==> config.mk <==
export PLATFORM = sky130hd
export DESIGN_NAME = mips_mc_control
export DESIGN_NICKNAME = d
export VERILOG_FILES = /design/src/rtl/mips_pkg.sv /design/src/rtl/mips_alu_decoder.sv /design/src/rtl/mips_mc_control.sv
export SDC_FILE = /design/constraint.sdc
export NUM_CORES = 1
export LEC_CHECK = 0
export BUFFER_PORTS_ARGS = -buffer_cell sky130_fd_sc_hd__buf_2
export CAP_MARGIN = 0
export CORE_MARGIN = 3
export CORE_UTILIZATION = 37
export CTS_CLUSTER_SIZE = 14
export DETAILED_ROUTE_END_ITERATION = 8
export GPL_ROUTABILITY_DRIVEN = 0
export GPL_TIMING_DRIVEN = 0
export MAX_ROUTING_LAYER = met4
export PLACE_DENSITY = 0.74
export REMOVE_ABC_BUFFERS = 1
export SLEW_MARGIN = 40
export SYNTH_ARGS = -nofsm -noshare
export SYNTH_HDL_FRONTEND = slang
export SYNTH_SLANG_ARGS = --single-unit
==> constraint.sdc <==
create_clock -name clk -period 1.9 [get_ports clk]
set_clock_uncertainty 0.15 [all_clocks]
set_input_delay 0.57 -clock clk [delete_from_list [all_inputs] [get_ports clk]]
set_output_delay 0.57 -clock clk [all_outputs]
set_load 0.05 [all_outputs]
==> src/rtl/mips_pkg.sv <==
// Shared encodings for the multi-cycle MIPS control unit: opcodes, functs,
// ALU codes, datapath mux selects and the controller state type.
package mips_pkg;

    localparam logic [5:0] OP_RTYPE = 6'b000000;
    localparam logic [5:0] OP_LW    = 6'b100011;
    localparam logic [5:0] OP_SW    = 6'b101011;
    localparam logic [5:0] OP_BEQ   = 6'b000100;
    localparam logic [5:0] OP_ADDI  = 6'b001000;
    localparam logic [5:0] OP_J     = 6'b000010;
    localparam logic [5:0] OP_ANDI  = 6'b001100;
    localparam logic [5:0] OP_ORI   = 6'b001101;

    localparam logic [5:0] FN_ADD   = 6'b100000;
    localparam logic [5:0] FN_SUB   = 6'b100010;
    localparam logic [5:0] FN_AND   = 6'b100100;
    localparam logic [5:0] FN_OR    = 6'b100101;
    localparam logic [5:0] FN_SLT   = 6'b101010;

    localparam logic [2:0] ALU_AND  = 3'b000;
    localparam logic [2:0] ALU_OR   = 3'b001;
    localparam logic [2:0] ALU_ADD  = 3'b010;
    localparam logic [2:0] ALU_SUB  = 3'b110;
    localparam logic [2:0] ALU_SLT  = 3'b111;

    localparam logic [1:0] ALUOP_ADD   = 2'b00;
    localparam logic [1:0] ALUOP_SUB   = 2'b01;
    localparam logic [1:0] ALUOP_FUNCT = 2'b10;
    localparam logic [1:0] ALUOP_LOGIC = 2'b11;

    localparam logic [1:0] SRCB_REG     = 2'b00;
    localparam logic [1:0] SRCB_FOUR    = 2'b01;
    localparam logic [1:0] SRCB_IMM     = 2'b10;
    localparam logic [1:0] SRCB_IMM_SH2 = 2'b11;

    localparam logic [1:0] PCSRC_ALU    = 2'b00;
    localparam logic [1:0] PCSRC_ALUOUT = 2'b01;
    localparam logic [1:0] PCSRC_JUMP   = 2'b10;

    typedef enum logic [3:0] {
        S_FETCH  = 4'd0,
        S_DECODE = 4'd1,
        S_MEMADR = 4'd2,
        S_MEMRD  = 4'd3,
        S_MEMWB  = 4'd4,
        S_MEMWR  = 4'd5,
        S_EXEC   = 4'd6,
        S_ALUWB  = 4'd7,
        S_BRANCH = 4'd8,
        S_ADDIEX = 4'd9,
        S_ADDIWB = 4'd10,
        S_JUMP   = 4'd11,
        S_LOGIEX = 4'd12
    } state_t;

endpackage

==> src/rtl/mips_alu_decoder.sv <==
// Maps the controller's coarse alu_op (plus funct / immediate-logic kind)
// onto the 3-bit ALU operation code.
module mips_alu_decoder
    import mips_pkg::*;
(
    input  logic [1:0] alu_op,
    input  logic [5:0] funct,
    input  logic       imm_is_or,
    output logic [2:0] alu_control
);

    always_comb begin
        alu_control = ALU_ADD;
        case (alu_op)
            ALUOP_ADD: alu_control = ALU_ADD;
            ALUOP_SUB: alu_control = ALU_SUB;
            ALUOP_FUNCT: begin
                // Unrecognised funct falls back to ADD so the instruction still completes
                case (funct)
                    FN_ADD:  alu_control = ALU_ADD;
                    FN_SUB:  alu_control = ALU_SUB;
                    FN_AND:  alu_control = ALU_AND;
                    FN_OR:   alu_control = ALU_OR;
                    FN_SLT:  alu_control = ALU_SLT;
                    default: alu_control = ALU_ADD;
                endcase
            end
            ALUOP_LOGIC: alu_control = imm_is_or ? ALU_OR : ALU_AND;
            default:     alu_control = ALU_ADD;
        endcase
    end

endmodule

==> src/rtl/mips_mc_control.sv <==
// Multi-cycle MIPS Moore control FSM driving all datapath selects/enables.
// Define MC_IMM_LOGIC_EN to add andi/ori support (LOGIEX state, zero-extend).
module mips_mc_control
    import mips_pkg::*;
(
    input  logic       clk,
    input  logic       rst_n,
    input  logic [5:0] opcode,
    input  logic [5:0] funct,
    input  logic       zero,
    output logic       pc_en,
    output logic       iord,
    output logic       mem_write,
    output logic       ir_write,
    output logic       reg_dst,
    output logic       mem_to_reg,
    output logic       reg_write,
    output logic       alu_src_a,
    output logic [1:0] alu_src_b,
    output logic       ext_zero,
    output logic [2:0] alu_control,
    output logic [1:0] pc_src,
    output logic       illegal
);

    state_t     state_q, state_d;
    logic       pc_write;
    logic       branch;
    logic       alu_active;
    logic [1:0] alu_op;
    logic [2:0] dec_alu_control;

    always_ff @(posedge clk or negedge rst_n) begin
        if (!rst_n) state_q <= S_FETCH;
        else        state_q <= state_d;
    end

    always_comb begin
        state_d = S_FETCH;
        case (state_q)
            S_FETCH: state_d = S_DECODE;
            S_DECODE: begin
                case (opcode)
                    OP_LW, OP_SW: state_d = S_MEMADR;
                    OP_RTYPE:     state_d = S_EXEC;
                    OP_BEQ:       state_d = S_BRANCH;
                    OP_ADDI:      state_d = S_ADDIEX;
                    OP_J:         state_d = S_JUMP;
`ifdef MC_IMM_LOGIC_EN
                    OP_ANDI, OP_ORI: state_d = S_LOGIEX;
`endif
                    default:      state_d = S_FETCH;
                endcase
            end
            S_MEMADR: state_d = (opcode == OP_SW) ? S_MEMWR : S_MEMRD;
            S_MEMRD:  state_d = S_MEMWB;
            S_MEMWB:  state_d = S_FETCH;
            S_MEMWR:  state_d = S_FETCH;
            S_EXEC:   state_d = S_ALUWB;
            S_ALUWB:  state_d = S_FETCH;
            S_BRANCH: state_d = S_FETCH;
            S_ADDIEX: state_d = S_ADDIWB;
            S_ADDIWB: state_d = S_FETCH;
            S_JUMP:   state_d = S_FETCH;
`ifdef MC_IMM_LOGIC_EN
            S_LOGIEX: state_d = S_ADDIWB;
`endif
            default:  state_d = S_FETCH;
        endcase
    end

    // alu_active gates the decoder so states that do not use the ALU show 000
    always_comb begin
        pc_write   = 1'b0;
        branch     = 1'b0;
        iord       = 1'b0;
        mem_write  = 1'b0;
        ir_write   = 1'b0;
        reg_dst    = 1'b0;
        mem_to_reg = 1'b0;
        reg_write  = 1'b0;
        alu_src_a  = 1'b0;
        alu_src_b  = SRCB_REG;
        ext_zero   = 1'b0;
        pc_src     = PCSRC_ALU;
        illegal    = 1'b0;
        alu_active = 1'b0;
        alu_op     = ALUOP_ADD;
        case (state_q)
            S_FETCH: begin
                ir_write   = 1'b1;
                alu_src_b  = SRCB_FOUR;
                alu_active = 1'b1;
                pc_src     = PCSRC_ALU;
                pc_write   = 1'b1;
            end
            S_DECODE: begin
                alu_src_b  = SRCB_IMM_SH2;
                alu_active = 1'b1;
                case (opcode)
                    OP_RTYPE, OP_LW, OP_SW, OP_BEQ, OP_ADDI, OP_J: illegal = 1'b0;
`ifdef MC_IMM_LOGIC_EN
                    OP_ANDI, OP_ORI: illegal = 1'b0;
`endif
                    default: illegal = 1'b1;
                endcase
            end
            S_MEMADR: begin
                alu_src_a  = 1'b1;
                alu_src_b  = SRCB_IMM;
                alu_active = 1'b1;
            end
            S_MEMRD: iord = 1'b1;
            S_MEMWB: begin
                mem_to_reg = 1'b1;
                reg_write  = 1'b1;
            end
            S_MEMWR: begin
                iord      = 1'b1;
                mem_write = 1'b1;
            end
            S_EXEC: begin
                alu_src_a  = 1'b1;
                alu_src_b  = SRCB_REG;
                alu_active = 1'b1;
                alu_op     = ALUOP_FUNCT;
            end
            S_ALUWB: begin
                reg_dst   = 1'b1;
                reg_write = 1'b1;
            end
            S_BRANCH: begin
                alu_src_a  = 1'b1;
                alu_src_b  = SRCB_REG;
                alu_active = 1'b1;
                alu_op     = ALUOP_SUB;
                branch     = 1'b1;
                pc_src     = PCSRC_ALUOUT;
            end
            S_ADDIEX: begin
                alu_src_a  = 1'b1;
                alu_src_b  = SRCB_IMM;
                alu_active = 1'b1;
            end
            S_ADDIWB: reg_write = 1'b1;
            S_JUMP: begin
                pc_src   = PCSRC_JUMP;
                pc_write = 1'b1;
            end
`ifdef MC_IMM_LOGIC_EN
            S_LOGIEX: begin
                alu_src_a  = 1'b1;
                alu_src_b  = SRCB_IMM;
                ext_zero   = 1'b1;
                alu_active = 1'b1;
                alu_op     = ALUOP_LOGIC;
            end
`endif
            default: begin
                pc_write = 1'b0;
            end
        endcase
    end

    mips_alu_decoder u_alu_decoder (
        .alu_op      (alu_op),
        .funct       (funct),
        .imm_is_or   (opcode[0]),
        .alu_control (dec_alu_control)
    );

    assign alu_control = alu_active ? dec_alu_control : 3'b000;
    assign pc_en       = pc_write | (branch & zero);

endmodule

==> reports/qor.txt, run 1 <==
Die width = 43.33 µm
Placed cells = 111
Post_cts resized = 86
Synth area leader = dfrtp_1
Die H = 43.33 µm
Last stage = clock tree synthesis (4_1_cts)
CTS Sinks = 4
Dominant cells by area after synthesis = dfrtp_1, nor2_1, a21oi_1
IO Pins = 32
Hold buffers post-CTS = 1
Number of library cell types mapped by synthesis = 33
Yosys top cell area share = 0.1942
Mean area per synthesized cell = 7.062 µm²
Run-stopping error = [ERROR DPL-0033] detailed placement checks failed during check placement.
Row count = 12
Proportion of synthesized chip area in sequential cells = 0.1942
Post CTS Setup Buffer Count = 22
Synth Instances = 73
CTS Buffer Depth = 2
Status = stopped before the end
Post-Syn Area = 515.5 µm²
Yosys warnings = 0
FF+latch count, synth = 4
H-tree depth = 1
Port buffer count = 30
CTS root buffer = clkbuf_4
Starting density of the core = 0.4292
TritonCTS buffer count = 3
DP HPWL = 1090 µm
[per-stage QoR]
step / hold WS [ps] / cell area [µm²] / TNS, ps / worst slack (ps)
after floorplan: 124.4 / 488.0 / -7067 / -1002
after global placement: 225.9 / 655.6 / -2858 / -674.3
after detailed placement: 226.3 / 655.6 / -3120 / -659.4
[cells in the mapped netlist]
cell type / instances
a2111oi_2: 1
a21boi_0: 1
a21oi_1: 6
a221oi_1: 1
a311oi_1: 1
and3_1: 3
and3b_1: 1
and4b_1: 1
buf_2: 1
buf_4: 1
clkbuf_1: 4
conb_1: 1
dfrtp_1: 4
inv_1: 2
mux2_2: 1
nand2_1: 2
nand2b_1: 4
nand3_1: 1
nand4_1: 3
nand4bb_1: 1
nor2_1: 9
nor2b_1: 1
nor3_1: 6
nor3b_1: 1
nor4_1: 2
nor4b_1: 1
o211ai_1: 2
o21ai_0: 4
o221ai_1: 1
o22ai_1: 1
or3_1: 1
or3b_1: 1
xor2_1: 3
[cell families after synthesis]
logic type | share of synthesized area
simple gates | 0.4248
compound gates | 0.2330
buf+inv | 0.06795
flops | 0.1942
xor+xnor | 0.05098
mux | 0.02184
other cells | 0.007275
==> inputs of run 2 (changes only) <==
--- a/config.mk
+++ b/config.mk
@@ -7,14 +7,12 @@
 export LEC_CHECK = 0
 export BUFFER_PORTS_ARGS = -buffer_cell sky130_fd_sc_hd__buf_2
 export CAP_MARGIN = 0
-export CORE_MARGIN = 3
-export CORE_UTILIZATION = 37
-export CTS_CLUSTER_SIZE = 14
+export CORE_AREA = 3 3 64 66
 export DETAILED_ROUTE_END_ITERATION = 8
+export DIE_AREA = 0 0 67 69
 export GPL_ROUTABILITY_DRIVEN = 0
 export GPL_TIMING_DRIVEN = 0
-export MAX_ROUTING_LAYER = met4
-export PLACE_DENSITY = 0.74
+export PLACE_DENSITY_LB_ADDON = 0.15
 export REMOVE_ABC_BUFFERS = 1
 export SLEW_MARGIN = 40
 export SYNTH_ARGS = -nofsm -noshare
==> constraint.sdc (replaced) <==
create_clock -name clk -period 2.47 [get_ports clk]
set_clock_uncertainty 0.15 [all_clocks]
set_input_delay 0.741 -clock clk [delete_from_list [all_inputs] [get_ports clk]]
set_output_delay 0.741 -clock clk [all_outputs]
set_load 0.05 [all_outputs]
==> run 2 against run 1 <==
  * The flow now finishes, with violations (setup timing)
  * Synthesized cell count unchanged
  * Area after synthesis is the same
==> reports/qor.txt, run 2 <==
DP HPWL = 1328 µm (+22%)
Total track usage = 0.08955
Main synth FF type = dfrtp_1
Drt pass-1 iters = 2
Post-synth EDFFs = 0 (unchanged)
Port buffer count = 30 (unchanged)
Crit path max fanout = 2
Final #Nets = 132
Status = finished, violations left
Reg2reg end = state_q[1]
Yosys top cell area share = 0.1942 (unchanged)
Antenna violations before repair = 0
Fin. max-slew vios = 0
Clock Latency Late Sink = 220 ps
Synth Instances = 73 (unchanged)
Leak Pwr = 0.0004212 µW
Synth area leader = dfrtp_1
# setup viols final = 2
Wire per inst = 12.36 µm
Area growth syn-to-layout = 93.45%
Fin crit share = 1.156
Setup TNS Final = -405.0 ps
Largest register by flop count = state_q
Layout cell share with drive strength beyond 1 = 0.5565
Violated checks = setup timing
Pin count of the biggest net entering global routing = 13
Critical Path RT = 1580 ps
Count leader, synth = nor2_1
Setup ws final = -384.8 ps
Max Cap Viol = 0
CP cell instances = buf_6 > nand4bb_4 > or3b_4 > a2111oi_4 > buf_6
PD cells = 1057 nW/µm²
Pre-CTS setup slack = -481.5 ps (+177.8 ps)
Congestion Overflow GR = 0
Reg2Reg Setup Slack = 1060 ps
Min cycle time layout = 2855 ps
Ys async rst share = 1.000 (unchanged)
Mean area per synthesized cell = 7.062 µm² (unchanged)
CTS tree = yes
FF-to-FF Start = state_q[2]
Number of library cell types mapped by synthesis = 33 (unchanged)
Worst r2r path cells = 4
TritonCTS buffer count = 3 (unchanged)
HP Class = input port to asynchronous set/reset pin
Global-route wire length before repair = 3325 µm
Total wire length = 2015 µm
H-tree depth = 1 (unchanged)
DRC = 0
Area of the core = 3633 µm²
Die H = 69 µm (+59%)
Max Clk Rate = 350.3 MHz
Dominant cells by area after synthesis = dfrtp_1, nor2_1, a21oi_1
CTS Buffer Depth = 2 (unchanged)
Max FFs per register = 4
Most common library cells after synthesis = nor2_1, a21oi_1, nor3_1
Starting density of the core = 0.1419 (-0.2873)
Crit path kind = input port to output pin
Max VDD drop = 528.6 µV
Vias in the first global route = 764
CP Launch Type = input port
CP max stage delay = 390 ps
Hold buffers post-CTS = 0 (-1)
CTS clk-pin slew, worst paths = 30 ps
IO Pins = 32 (unchanged)
CTS Sinks = 4 (unchanged)
Regs by FF count = state_q: 4 flops
Die width = 67 µm (+55%)
Antenna-violating nets left = 0
Vias per cell = 4.436
Proportion of synthesized chip area in sequential cells = 0.1942 (unchanged)
WP data arrival = 1960 ps
FF+latch count, synth = 4 (unchanged)
Vias = 723
Slowest-stage cell, CP = or3b_4
Post-Syn Area = 515.5 µm² (unchanged)
Commonest cells after routing, fill and taps aside = buf_2, buf_4, nor2_1, nor3_1
Most common cell after layout, fill and taps aside = buf_2
CTS root buffer = clkbuf_8
RSZ-0062 raised after global routing = yes
Most used cell, CP = buf_6
Yosys warnings = 0 (unchanged)
Critical path endpoint category = output pin
Initial DRC count = 15
Antenna diode count = 0
Die footprint = 4623 µm²
Final Hold Fails = 0
Row count = 22 (+10)
run 2: cell counts after synthesis:
Identical to the previous run, type by type.
run 2: area by class of cell:
type / count / area, µm²
Clock buffer: 3 / 41.29
Fill cell: 416 / 2636
Inverter: 2 / 11.26
Multi-Input combinational cell: 61 / 452.9
Sequential cell: 4 / 105.1
Tap cell: 48 / 60.06
Timing Repair Buffer: 45 / 326.6
run 2: how the worst max path moves through the flow:
| stage | startpoint | cells past startpoint | slack (ps) | end |
|---|---|---|---|---|
| after floorplan | funct[4] | 3 | -770 | alu_control[0] |
| after global placement | funct[4] | 5 | -480 | alu_control[0] |
| after detailed placement | funct[4] | 5 | -480 | alu_control[0] |
| after CTS | funct[4] | 5 | -370 | alu_control[0] |
| after global routing | funct[4] | 5 | -440 | alu_control[0] |
| final | funct[4] | 5 | -380 | alu_control[0] |
run 2: logic make-up (layout without fill, tap and decap cells):
kind of cell	after synthesis	count (layout)	share of synthesized area
other	1	1	0.007275
muxes	1	1	0.02184
xor gates and xnor gates	3	3	0.05098
and+or+nand+nor	38	38	0.4248
DFF	4	4	0.1942
AOI/OAI and AO/OA	18	18	0.2330
buffers and inverters	8	50	0.06795
run 2: report_power, final:
group          total [µW]  switching, µW  internal, µW
registers             124           35.2          88.6
clock network         136           32.0           104
logic                 794            523           271
total                1050            590           464
run 2: what timing repair did:
item | CTS | global route
buffers inserted | 8 | 7
resized for setup | 27 | 10
endpoints found under the setup margin | 7 | 6
pin swaps | 4 | 4
run 2: worst max-delay path, delay by kind of cell:
kind | cells | cell delay [ps]
AO/OA/AOI/OAI | 1 | 320
buffers and inverters | 2 | 300
AND/OR/NAND/NOR | 2 | 600
run 2: metal layers:
| layer | GRT usage | vias to the layer above | wire, µm |
|---|---|---|---|
| met4 | 0.03378 | 0 | 19 |
| met1 | 0.1032 | 335 | 897 |
| met3 | 0.02932 | 2 | 146 |
| li1 | - | 359 | - |
| met2 | 0.1496 | 27 | 951 |
| met5 | 0 | - | 0 |
run 2: per-stage QoR:
stage,hold WS (ps),instances,cell area (µm²),total power [µW],utilization
after global routing,173.6,163,997.2,1124,0.2744
after floorplan,295.4,67,488.0,597.5,-
after CTS,169.5,156,909.6,1015,0.2503
after global placement,395.5,145,698.2,754.7,0.1921
after detailed placement,397.9,145,698.2,754.6,0.1921
final,171.0,163,997.2,1054,0.2744
No activity file was read; power rests on OpenSTA's default activity.
